**src/rtl/counter_ctrl.sv**
```systemverilog
// Programmable timer sequencer around an up-counter: start, pause/resume, abort, one-shot or auto-reload.
// Optional prescaler compiled in with `define COUNTER_CTRL_PRESCALE_EN (PRESCALE cycles per count tick).
module counter_ctrl #(
  parameter int WIDTH    = 32,
  parameter int PRESCALE = 4
) (
  input  logic             clk,
  input  logic             rst,
  input  logic             cmd_start,
  input  logic             cmd_pause,
  input  logic             cmd_abort,
  input  logic [WIDTH-1:0] cfg_limit,
  input  logic             cfg_reload,
  output logic [WIDTH-1:0] count,
  output logic [1:0]       state,
  output logic             busy,
  output logic             done,
  output logic             tc_pulse
);

  typedef enum logic [1:0] {
    IDLE  = 2'd0,
    RUN   = 2'd1,
    PAUSE = 2'd2,
    DONE  = 2'd3
  } state_t;

  state_t           state_q;
  logic [WIDTH-1:0] count_q;
  logic [WIDTH-1:0] limit_q;
  logic             reload_q;
  logic             tc_q;
  logic             busy_q;
  logic             done_q;
  logic             tick;

`ifdef COUNTER_CTRL_PRESCALE_EN
  logic [7:0] presc_q;
  assign tick = (presc_q == 8'(PRESCALE - 1));
`else
  logic unused_prescale;
  assign unused_prescale = ^32'(PRESCALE);
  assign tick            = 1'b1;
`endif

  // Pause takes effect on the edge it is sampled, so neither count nor prescaler moves then.
  always_ff @(posedge clk) begin
    if (rst) begin
      state_q  <= IDLE;
      count_q  <= '0;
      limit_q  <= '0;
      reload_q <= 1'b0;
      tc_q     <= 1'b0;
      busy_q   <= 1'b0;
      done_q   <= 1'b0;
`ifdef COUNTER_CTRL_PRESCALE_EN
      presc_q  <= '0;
`endif
    end else begin
      tc_q <= 1'b0;
      if (cmd_abort) begin
        state_q <= IDLE;
        count_q <= '0;
        busy_q  <= 1'b0;
        done_q  <= 1'b0;
`ifdef COUNTER_CTRL_PRESCALE_EN
        presc_q <= '0;
`endif
      end else begin
        case (state_q)
          IDLE, DONE: begin
            if (cmd_start) begin
              limit_q  <= cfg_limit;
              reload_q <= cfg_reload;
              count_q  <= '0;
              state_q  <= RUN;
              busy_q   <= 1'b1;
              done_q   <= 1'b0;
`ifdef COUNTER_CTRL_PRESCALE_EN
              presc_q  <= '0;
`endif
            end
          end
          RUN: begin
            if (cmd_pause) begin
              state_q <= PAUSE;
            end else begin
`ifdef COUNTER_CTRL_PRESCALE_EN
              presc_q <= tick ? 8'd0 : presc_q + 8'd1;
`endif
              if (tick) begin
                if (count_q == limit_q) begin
                  tc_q <= 1'b1;
                  if (reload_q) begin
                    count_q <= '0;
                  end else begin
                    state_q <= DONE;
                    busy_q  <= 1'b0;
                    done_q  <= 1'b1;
                  end
                end else begin
                  count_q <= count_q + 1'b1;
                end
              end
            end
          end
          PAUSE: begin
            if (cmd_start && !cmd_pause) begin
              state_q <= RUN;
            end
          end
          default: begin
            state_q <= IDLE;
            busy_q  <= 1'b0;
            done_q  <= 1'b0;
          end
        endcase
      end
    end
  end

  assign count    = count_q;
  assign state    = state_q;
  assign busy     = busy_q;
  assign done     = done_q;
  assign tc_pulse = tc_q;

endmodule

```
**config.mk**
```make
export PLATFORM = sky130hd
export DESIGN_NAME = counter_ctrl
export DESIGN_NICKNAME = d
export VERILOG_FILES = /design/src/rtl/counter_ctrl.sv
export SDC_FILE = /design/constraint.sdc
export NUM_CORES = 1
export LEC_CHECK = 0
export BUFFER_PORTS_ARGS = -buffer_cell sky130_fd_sc_hd__buf_2
export CELL_PAD_IN_SITES_DETAIL_PLACEMENT = 2
export CELL_PAD_IN_SITES_GLOBAL_PLACEMENT = 2
export CORE_AREA = 5 5 108 110
export DETAILED_ROUTE_END_ITERATION = 16
export DIE_AREA = 0 0 113 115
export PLACE_DENSITY_LB_ADDON = 0.12
export SYNTH_ARGS = -nofsm -noshare
export SYNTH_HDL_FRONTEND = slang
export SYNTH_SLANG_ARGS = --single-unit
```
**constraint.sdc**
```tcl
create_clock -name clk -period 3.6 [get_ports clk]
set_input_delay 0.36 -clock clk [delete_from_list [all_inputs] [get_ports clk]]
set_output_delay 0.36 -clock clk [all_outputs]
set_load 0.02 [all_outputs]
```
==> Yosys cells after proc, flatten, opt, wreduce, memory -nomap -nowiden <==
Cells that the tools add are included.
{ "op_classes": {"add_sub_neg": 1, "eq_ne": 12, "muxes": 22, "bitwise": 2, "reduce_logical": 11} }
{ "ops": {"columns": ["operator", "n"], "rows": [
  ["32-bit 2-to-1 mux", 4],
  ["32-bit one-hot mux with 2 select lines", 1],
  ["32-bit by 1-bit adder with 32-bit output, second input constant", 1],
  ["32-bit == test", 1],
  ["2-bit 2-to-1 mux", 5],
  ["2-bit != test, second input constant", 5],
  ["1-bit 2-to-1 mux", 9],
  ["3-bit != test, second input constant", 3],
  ["4-bit AND reduction", 2],
  ["2-bit one-hot mux with 3 select lines", 1],
  ["5-bit AND reduction", 1],
  ["2-bit == test, second input constant", 2],
  ["1-bit one-hot mux with 2 select lines", 2],
  ["2-bit OR reduction", 2],
  ["4-bit OR reduction", 1],
  ["3-bit AND reduction", 1],
  ["2-bit by 1-bit == test with 1-bit output, second input constant", 1],
  ["2-bit logical NOT", 1],
  ["1-bit inverter", 2],
  ["2-bit nonzero test", 1],
  ["1-bit logical AND", 1],
  ["1-bit logical NOT", 1]
]} }
{ "word_totals": {"regBits": 70, "in_bits": 38, "output_inout_bits": 37} }

==> Depth between registers and ports, before layout <==
Gate-level depths: netlist of run 1.
{ "depth": {"ltp_word": 4, "mapped_depth": 10, "mapped_depth_nobuf": 8} }

==> Worst setup path after synthesis of run 1 <==
Ideal clock, no wire load.
{ "synth_timing": {"path_kind": "register to register", "from": "register state_q[0] (netlist: state[0])", "to": "register count_q[31] (netlist: count[31])", "setup_ps": 70, "arrival_time_ps": 2500, "required_time_ps": 3530, "path_slack_ps": 1030, "stages_incl_launch_ff": 9, "synth_period_minus_slack_ps": 2570, "path_cell_list": "dfxtp_1 > inv_1 > ha_1 > nor2b_1 > nor4_1 > nand2_1 > or3_4 > or4_1 > a21oi_1"} }
{ "synth_via": {"elab_chain_len": 4} }
{ "synth_lines": {"columns": ["element", "line", "text"], "rows": [
  ["start: declaration", "28", "state_t state_q;"],
  ["start signal: assignment", "49", "state_q <= IDLE;"],
  ["start signal: assignment", "62", "state_q <= IDLE;"],
  ["start signal: assignment", "76", "state_q <= RUN;"],
  ["2-bit == test / 2-bit logical NOT (equally long branches)", "70", "case (state_q)"],
  ["2-bit OR reduction", "70", null],
  ["2-bit != test (no line) / 2-bit nonzero test (equally long branches)", null, null],
  ["4-bit AND reduction (no line)", null, null],
  ["end signal: assignment", "102", "count_q <= count_q + 1'b1;"],
  ["end: declaration", "29", "logic [WIDTH-1:0] count_q;"]
]} }
Parallel ways exist; a longest one is shown, timed or not.
A chain may end at the register's enable or synchronous reset.

==> Worst setup path after layout of run 1 <==
Ends and elaborated chain as after synthesis.

==> impl_metrics.py, run 1 <==
metrics = {
    "run_status": {
        "status": "completed",
    },
    "sta": {
        "fin_skew_ns": 0.01235,
        "rsz0062_at_grt": "no",
        "slew_viol_final": 0,
        "period_share_pct": 75.98,
        "setup_viol": 0,
        "fin_crit_ns": 2.735,
        "hold_viol_final": 0,
        "tns_ns": 0,
        "relSlewSlack_pct": 44.43,
        "worst_pin_slew_ns": 0.8267,
        "fmax_ghz": 0.3656,
    },
    "yosys": {
        "synth.avg_cell_area_um2": 8.062,
        "synth_mux_area_share_pct": 0,
        "synth_top_family_by_area": "simple AND/OR/NAND/NOR gates",
        "synthAdderAreaFrac_pct": 1.075,
        "synthArstFlopShare_pct": 0,
        "synth_nets": 474,
        "seq_area_frac_synth_pct": 40.14,
        "syn-cell-area_um2": 3491,
        "yosys_warnings": 0,
        "synthXorXnorAreaFrac_pct": 8.029,
        "synth_compound_area_share_pct": 19.00,
        "synth-simple-area-share_pct": 27.63,
        "yosysUniqueCellTypes": 42,
        "synth_edf_count": 0,
        "synth_top_flop_cell": "dfxtp_1",
        "synthCells": 433,
        "synth-seq-cells": 70,
    },
    "job": {
        "max_cap_violations": 0,
    },
    "clocking": {
        "cts.sinks": 70,
        "clk_pin_slew_ns": 0.08,
        "clk_latency_ns": 0.36,
        "cts_buffer_depth": 2,
        "cts_tree": "yes",
        "ctsHoldBuffers": 0,
        "cts_resized": 0,
        "numCtsBuffers": 9,
        "cts_setup_buffers": 0,
        "root_buffer": "clkbuf_8",
        "htreeDepth": 3,
    },
    "hold_path": {
        "hold_path_class": "primary input to flop",
    },
    "pwr": {
        "power.density_nw_per_um2": 428.9,
        "leakage_uw": 0.001490,
        "seqPwrFrac_pct": 45.1,
        "pwr-share-comb_pct": 10.4,
        "ir_worst_vdd_v": 0.0001977,
        "p_clk_share_pct": 44.5,
        "intPower_uw": 1345,
        "p_sw_share_pct": 25.61,
        "p_sw_uw": 463.0,
    },
    "global_route": {
        "groute.usage.overall_pct": 19.59,
        "antenna_found_initial": 0,
        "first_global_vias": 3779,
        "grt_overflow_total": 0,
        "grt_max_degree": 36,
        "grt_pass1_wl_mm": 19.99,
    },
    "placement": {
        "gp_congestion": 0.7645,
        "dpl.hpwl_mm": 9.142,
        "placed_cells": 626,
        "port_buffers": 74,
    },
    "detailed_routing": {
        "vias_per_cell": 5.455,
        "via_count": 3502,
        "ant_nets": 0,
        "drt_iter0_markers": 133,
        "wl_per_cell_um": 19.57,
        "drt_first_pass_iters": 4,
        "drcViolationCount": 0,
        "routed_wl_mm": 12.56,
    },
    "die": {
        "start_util_pct": 32.92,
        "placeableCoreArea_um2": 10600,
        "row_count": 38,
        "die_h_um": 115,
        "die_width_um": 113,
        "die_area_um2": 13000,
        "ios": 75,
    },
    "setup_path": {
        "critPathLaunchType": "flop",
        "cp_max_fo": 6,
        "crit_required_ns": 3.89,
        "setup.worst_path.end_class": "flop",
        "arrival_ns": 3.02,
        "crit_type": "flop to flop",
    },
    "finish": {
        "fill_cells": 1232,
        "stdcell_count": 642,
        "syn2layout_area_growth_pct": 20.72,
        "drive_above_1_share_pct": 21.91,
        "diodes": 0,
        "fin_nets": 538,
    },
}
## placed cells by master (no fill, tap or decap), types with 2 or more instances in the layout
cell type / count
nand2_1: 91
buf_2: 74
dfxtp_1: 70
a21oi_1: 67
xnor2_1: 32
o31ai_1: 24
or4_1: 24
nand4_1: 13
nand3_1: 11
clkbuf_8: 10
o21ai_1: 9
inv_1: 8
nor2_1: 7
and3_1: 5
or3_1: 5
buf_4: 5
a2111oi_0: 4
or2_2: 3
nor3_1: 3
ha_1: 3
bufinv_16: 3
and2_1: 2
nor4_2: 2
nor4_1: 2
and3_2: 2
a31oi_1: 2
## layout make-up
type                            count  area (µm²)  area share (%)
Tap cell                          140       175.2           4.157
Multi-Input combinational cell    329        1952           46.32
Inverter                            8       30.03          0.7126
Timing Repair Buffer               79       407.9           9.679
Clock inverter                      5       106.4           2.524
Sequential cell                    70        1401           33.25
Clock buffer                       11       141.4           3.355
## worst max-delay path: stages, from the launching register on
cell,delay [ns]
dfxtp_1,0.38
inv_1,0.06
ha_1,0.32
nor2b_1,0.18
nor4_1,0.54
nand2_1,0.12
or3_4,0.42
or4_1,0.50
a21oi_1,0.16
## per-layer routing
| layer | up-vias | GRT usage [%] | share of wire (%) |
|---|---|---|---|
| met5 | - | 0 | 0 |
| met4 | 0 | 4.968 | 1.0 |
| met3 | 12 | 4.105 | 3.9 |
| met2 | 59 | 33.77 | 49 |
| met1 | 1748 | 25.07 | 46 |
| li1 | 1683 | - | - |
## metrics by stage
stage / utilization [%] / area, µm² / hold WS (ns) / total power [µW] / worst slack [ns]
6_report: 39.75 / 4214 / 0.2062 / 1808 / 0.8646
5_1_grt: 39.75 / 4214 / 0.2040 / 1875 / 0.6078
4_1_cts: 39.75 / 4214 / 0.1956 / 1827 / 0.8890
3_3_place_gp: 37.41 / 3966 / 0.4490 / 1013 / 1.044
2_1_floorplan: - / 3491 / 0.4389 / 949.2 / 1.030
3_5_place_dp: 37.41 / 3966 / 0.4555 / 1022 / 0.9210
## flip-flops by register name, summed over array words and instances (netlist names)
name	count
count	32
limit_q	32
state	2
busy	1
done	1
reload_q	1
tc_pulse	1
## worst paths after layout
check            start        end  slack (ns)  depth (start not counted)
max           state[0]  count[31]        0.86                          8
min          cmd_pause   tc_pulse        0.21                          2
max reg2reg   state[0]  count[31]        0.86                          8
min reg2reg       done       done        0.47                          1
## power by group through the flow
stage,logic [µW],clock network [µW],registers [µW]
finish,189,804,815
global route,210,846,818
CTS,192,821,815
detailed placement,188,0,833
global placement,181,0,831
floorplan,118,0,831
## synthesized netlist by cell type (all sizes together) (2+ instances only)
cell / count / area (µm²)
a2111oi: 4 / 35.03
a21oi: 67 / 335.3
a31oi: 2 / 12.51
and2: 3 / 21.27
and3: 7 / 46.29
buf: 6 / 38.78
clkbuf: 20 / 75.07
dfxtp: 70 / 1401
ha: 3 / 37.54
inv: 8 / 30.03
nand2: 91 / 341.6
nand3: 12 / 72.57
nand4: 15 / 115.1
nor2: 8 / 30.03
nor3: 4 / 31.28
nor4: 4 / 37.53
o21ai: 11 / 55.05
o31ai: 24 / 180.2
or2: 3 / 18.77
or3: 7 / 50.05
or4: 24 / 180.2
xnor2: 32 / 280.3
## logic make-up after synthesis
family / after synthesis
xor gates and xnor gates: 32
and+or+nand+nor: 181
AOI/OAI and AO/OA: 113
DFF: 70
adders and majority gates: 3
buffers and inverters: 34
No activity file was read; power rests on OpenSTA's default activity.
==> run 2, diff against run 1 <==
Settings changed: CORE_AREA 5 5 108 110 to 5 5 118 120, DIE_AREA 0 0 113 115 to 0 0 123 125.
Clock period 3.6 ns to 2.2 ns, I/O delays scaled along.
==> impl_metrics.py, run 2 (same netlist as run 1, synthesis figures left out) <==
metrics = {
    "finish": {
        "syn2layout_area_growth_pct": 39.93,
        "fin_nets": 586,
        "drive_above_1_share_pct": 34.18,
        "final_area_um2": 4885,
        "layout_common_cells": "nand2_1 (89), buf_2 (74), a21oi_1 (64)",
        "fill_cells": 1474,
        "diodes": 0,
        "layout_commonest_cell": "nand2_1",
        "register_area_um2": 1419,
        "multi_input_area_um2": 2072,
    },
    "setup_path": {
        "crit_type": "flop to flop",
        "crit_required_ns": 2.47,
        "ff2ff_path_depth": 7,
        "crit_family": "simple AND/OR/NAND/NOR gates",
        "setup.worst_path.end_class": "flop",
        "slowest_stage": "or4_1",
        "arrival_ns": 2.42,
        "cp_max_fo": 4,
        "cp.depth": 7,
        "critPathLaunchType": "flop",
        "critPathMaxStageDelay_ns": 0.47,
        "crit_buf_inv": 1,
        "path_cells": "inv_2 > ha_4 > nor2b_4 > or3_4 > or2_4 > or4_1 > a21oi_1",
    },
    "placement": {
        "dp_slack_ns": -0.06042,
        "dpl_cell_area_um2": 4402,
        "port_buffers": 74,
        "dpl.hpwl_mm": 10.42,
        "gp_congestion": 0.7993,
    },
    "sta": {
        "relSlewSlack_pct": 59.08,
        "rsz0062_at_grt": "yes",
        "fin_skew_ns": 0.006214,
        "tns_ns": 0,
        "fin_ws_ns": 0.05071,
        "setup_viol": 0,
        "slew_viol_final": 0,
        "fmax_ghz": 0.4653,
        "fin_crit_ns": 2.149,
        "hold_viol_final": 0,
        "worst_pin_slew_ns": 0.5983,
        "period_share_pct": 97.69,
    },
    "die": {
        "die_area_um2": 15380,
        "die_width_um": 123,
        "row_count": 42,
        "ios": 75,
        "die_h_um": 125,
        "placeableCoreArea_um2": 12870,
        "start_util_pct": 27.11,
    },
    "pwr": {
        "ir_worst_vdd_v": 0.0003210,
        "p_sw_share_pct": 24.38,
        "power.density_nw_per_um2": 695.1,
        "p_clk_share_pct": 49.4,
        "pwr-share-comb_pct": 11.3,
        "p_sw_uw": 827.7,
        "seqPwrFrac_pct": 39.3,
        "leakage_uw": 0.001858,
        "intPower_uw": 2568,
    },
    "detailed_routing": {
        "vias_per_cell": 5.001,
        "via_count": 3631,
        "drt_iter0_markers": 124,
        "drcViolationCount": 0,
        "drt_first_pass_iters": 4,
        "ant_nets": 0,
        "wl_per_cell_um": 18.86,
        "routed_wl_mm": 13.70,
    },
    "job": {
        "max_cap_violations": 0,
    },
    "global_route": {
        "groute.usage.overall_pct": 18.33,
        "first_global_vias": 3961,
        "grt_overflow_total": 0,
        "antenna_found_initial": 0,
        "grt_max_degree": 34,
        "grt_pass1_wl_mm": 21.64,
    },
    "clocking": {
        "cts.sinks": 70,
        "cts_buffer_depth": 2,
        "clk_latency_ns": 0.34,
        "clk_pin_slew_ns": 0.06,
        "numCtsBuffers": 9,
        "root_buffer": "clkbuf_16",
        "htreeDepth": 3,
        "cts_tree": "yes",
    },
    "run_status": {
        "status": "completed",
    },
    "hold_path": {
        "hold_path_class": "primary input to flop",
        "hold_path_depth": 2,
    },
}
run 2: cell count changes in the layout (fill, tap and decap cells not counted), moves of 5 or more:
cell | before | now
clkbuf_16 | 0 | 10
dfxtp_2 | 0 | 8
dfxtp_1 | 70 | 60
buf_4 | 5 | 49
clkbuf_8 | 10 | 5
run 2: per-layer routing:
metal / up-vias / wire length, µm / GRT usage, %
li1: 1778 / - / -
met1: 1789 / 6526 / 24.25
met2: 50 / 6579 / 30.04
met3: 14 / 425 / 3.839
met4: 0 / 164 / 5.277
met5: - / 0 / 0
run 2: power groups by stage:
stage	Sequential, µW	Combinational (µW)	Clock (µW)
6_report	1330	384	1680
5_1_grt	1340	424	1770
4_1_cts	1330	374	1710
3_5_place_dp	1360	369	0
3_3_place_gp	1360	361	0
2_1_floorplan	1360	202	0
run 2: metrics by stage:
stage / hold WS, ns / power [µW] / cells / util, %
floorplan: 0.2989 / 1561 / 433 / -
global placement: 0.4301 / 1722 / 706 / 34.19
detailed placement: 0.4387 / 1732 / 706 / 34.19
CTS: 0.08607 / 3416 / 723 / 37.16
global route: 0.08925 / 3535 / 726 / 37.94
finish: 0.09420 / 3395 / 726 / 37.94
run 2: layout make-up:
type | instances | share of cell area [%]
Sequential cell | 70 | 29.05
Multi-Input combinational cell | 329 | 42.42
Clock buffer | 15 | 6.532
Timing Repair Buffer | 127 | 16.21
Clock inverter | 1 | 0.6148
Inverter | 8 | 0.6660
Tap cell | 176 | 4.508
run 2: worst reg2reg max path: stages (launching register included):
cell and delay [ns]:
dfxtp_4 0.37, inv_2 0.05, ha_4 0.21, nor2b_4 0.14, or3_4 0.41, or2_4 0.27
or4_1 0.47, a21oi_1 0.15
run 2: final timing paths:
path / from / to / slack [ns]
hold / removal: cmd_pause / tc_pulse / 0.09
setup / recovery: state[0] / count[7] / 0.05
setup reg to reg: state[0] / count[7] / 0.05
hold reg to reg: done / done / 0.47
run 2: timing repair:
action	CTS	global route
hold buffers	0	0
resized for setup	7	24
endpoints found under the setup margin	15	32
endpoints found under the hold margin	0	0
setup buffers	1	3
pin swaps	2	12
==> run 3, diff against run 2 <==
Settings changed: PLACE_DENSITY_LB_ADDON 0.12 to 0.1.
==> impl_metrics.py, run 3 (same netlist as run 1, synthesis figures left out) <==
metrics = {
    "finish": {
        "drive_above_1_share_pct": 33.03,
        "fill_cells": 1510,
        "fin_nets": 584,
        "fin_util_pct": 37.01,
        "final_area_um2": 4765,
        "diodes": 0,
        "register_area_um2": 1418,
        "layout_commonest_cell": "nand2_1",
        "syn2layout_area_growth_pct": 36.49,
        "layout_common_cells": "nand2_1 (91), buf_2 (74), a21oi_1 (62)",
        "multi_input_area_um2": 2061,
    },
    "clocking": {
        "clk_pin_slew_ns": 0.06,
        "htreeDepth": 3,
        "numCtsBuffers": 9,
        "cts_tree": "yes",
        "cts.sinks": 70,
        "cts_buffer_depth": 2,
        "ctsHoldBuffers": 0,
        "clk_latency_ns": 0.34,
        "root_buffer": "clkbuf_16",
    },
    "pwr": {
        "leakage_uw": 0.001762,
        "ir_worst_vdd_v": 0.0003127,
        "power.density_nw_per_um2": 645.1,
    },
    "hold_path": {
        "hold_path_depth": 2,
        "min-delay-start": "cmd_pause",
        "hold_path_class": "primary input to flop",
        "min_to": "tc_pulse",
    },
    "die": {
        "die_h_um": 125,
        "start_util_pct": 27.11,
        "placeableCoreArea_um2": 12870,
        "die_width_um": 123,
        "row_count": 42,
        "die_area_um2": 15380,
        "ios": 75,
    },
    "detailed_routing": {
        "drt_first_pass_iters": 4,
        "via_count": 3660,
        "routed_wl_mm": 13.79,
        "ant_nets": 0,
        "vias_per_cell": 5.055,
        "wl_per_cell_um": 19.05,
        "drt_iter0_markers": 156,
        "drcViolationCount": 0,
    },
    "sta": {
        "fin_skew_ns": 0.01055,
        "fin_ws_ns": -0.008302,
        "period_share_pct": 100.4,
        "rsz0062_at_grt": "yes",
        "worst_pin_slew_ns": 0.6573,
        "whs_ns": 0.09785,
        "tns_ns": -0.008380,
        "relSlewSlack_pct": 56.18,
        "fin_crit_ns": 2.208,
        "setup_viol": 2,
        "slew_viol_final": 0,
        "hold_viol_final": 0,
        "fmax_ghz": 0.4528,
    },
    "setup_path": {
        "crit-reg2reg-launch": "state[0]",
        "r2r-end": "count[15]",
        "critPathLaunchType": "flop",
        "cp_max_fo": 6,
        "cp-startpoint": "state[0]",
        "crit_buf_inv": 3,
        "rrSetupSlack_ns": -0.008,
        "path_cells": "inv_2 > ha_4 > nor2b_4 > nor3_1 > buf_4 > nand2_1 > buf_4 > or4_1 > a21oi_2",
        "arrival_ns": 2.49,
        "critPathMaxStageDelay_ns": 0.52,
        "crit_type": "flop to flop",
        "crit_required_ns": 2.48,
        "setup.worst_path.end_class": "flop",
        "crit_family": "simple AND/OR/NAND/NOR gates",
        "ff2ff_path_depth": 9,
        "slowest_stage": "or4_1",
        "critPathMostFrequentCell": "buf_4",
    },
    "placement": {
        "gp_congestion": 0.8215,
        "dp_slack_ns": -0.06111,
        "dpl.hpwl_mm": 10.48,
        "dpl_cell_area_um2": 4372,
        "port_buffers": 74,
    },
    "global_route": {
        "antenna_found_initial": 0,
        "grt_overflow_total": 0,
        "grt_max_degree": 34,
        "grt_pass1_wl_mm": 22.01,
        "groute.usage.overall_pct": 18.59,
        "first_global_vias": 3969,
    },
    "run_status": {
        "violations": "setup timing",
        "status": "finished with violations",
    },
    "job": {
        "max_cap_violations": 0,
    },
}
==> run 3: worst max path at each step <==
stage | to | slack (ns) | depth (start not counted)
6_report | count[15] | -0.008 | 9
4_1_cts | count[31] | 0.009 | 8
2_1_floorplan | count[31] | 0.002 | 6
5_1_grt | count[15] | -0.09 | 9
3_3_place_gp | count[22] | 0.03 | 7
3_5_place_dp | count[30] | -0.06 | 8
==> run 3: per-layer routing <==
layer / global-route usage [%] / up-vias / wire length, µm
met5: 0 / - / 0
met4: 6.319 / 0 / 257
met3: 2.936 / 17 / 313
met2: 29.30 / 58 / 6514
met1: 25.78 / 1804 / 6706
li1: - / 1781 / -
==> run 3: repair_timing <==
action                     in CTS  in global routing
setup endpoints to repair       6                 33
setup buffers                   3                  3
resized for setup               6                 21
pin swaps                       8                  7
==> run 3: area by class of cell <==
cell class | count | area share (%)
inverter | 8 | 0.6303
clock inverter | 1 | 0.1050
tap | 176 | 4.622
sequential | 70 | 29.75
multi-input combinational | 329 | 43.25
timing repair buffer | 125 | 16.23
clock buffer | 15 | 5.410
==> run 3: power by group <==
part	leakage (µW)	internal [µW]	total [µW]	switching (µW)
logic	0.00106	163	385	222
registers	0.000573	1300	1330	30.4
clock network	0.000128	795	1350	559
total	0.00176	2260	3070	811
==> run 3: stage by stage <==
stage	power (µW)	std cells
2_1_floorplan	1561	433
3_3_place_gp	1716	702
3_5_place_dp	1730	702
4_1_cts	3101	721
5_1_grt	3208	724
6_report	3074	724
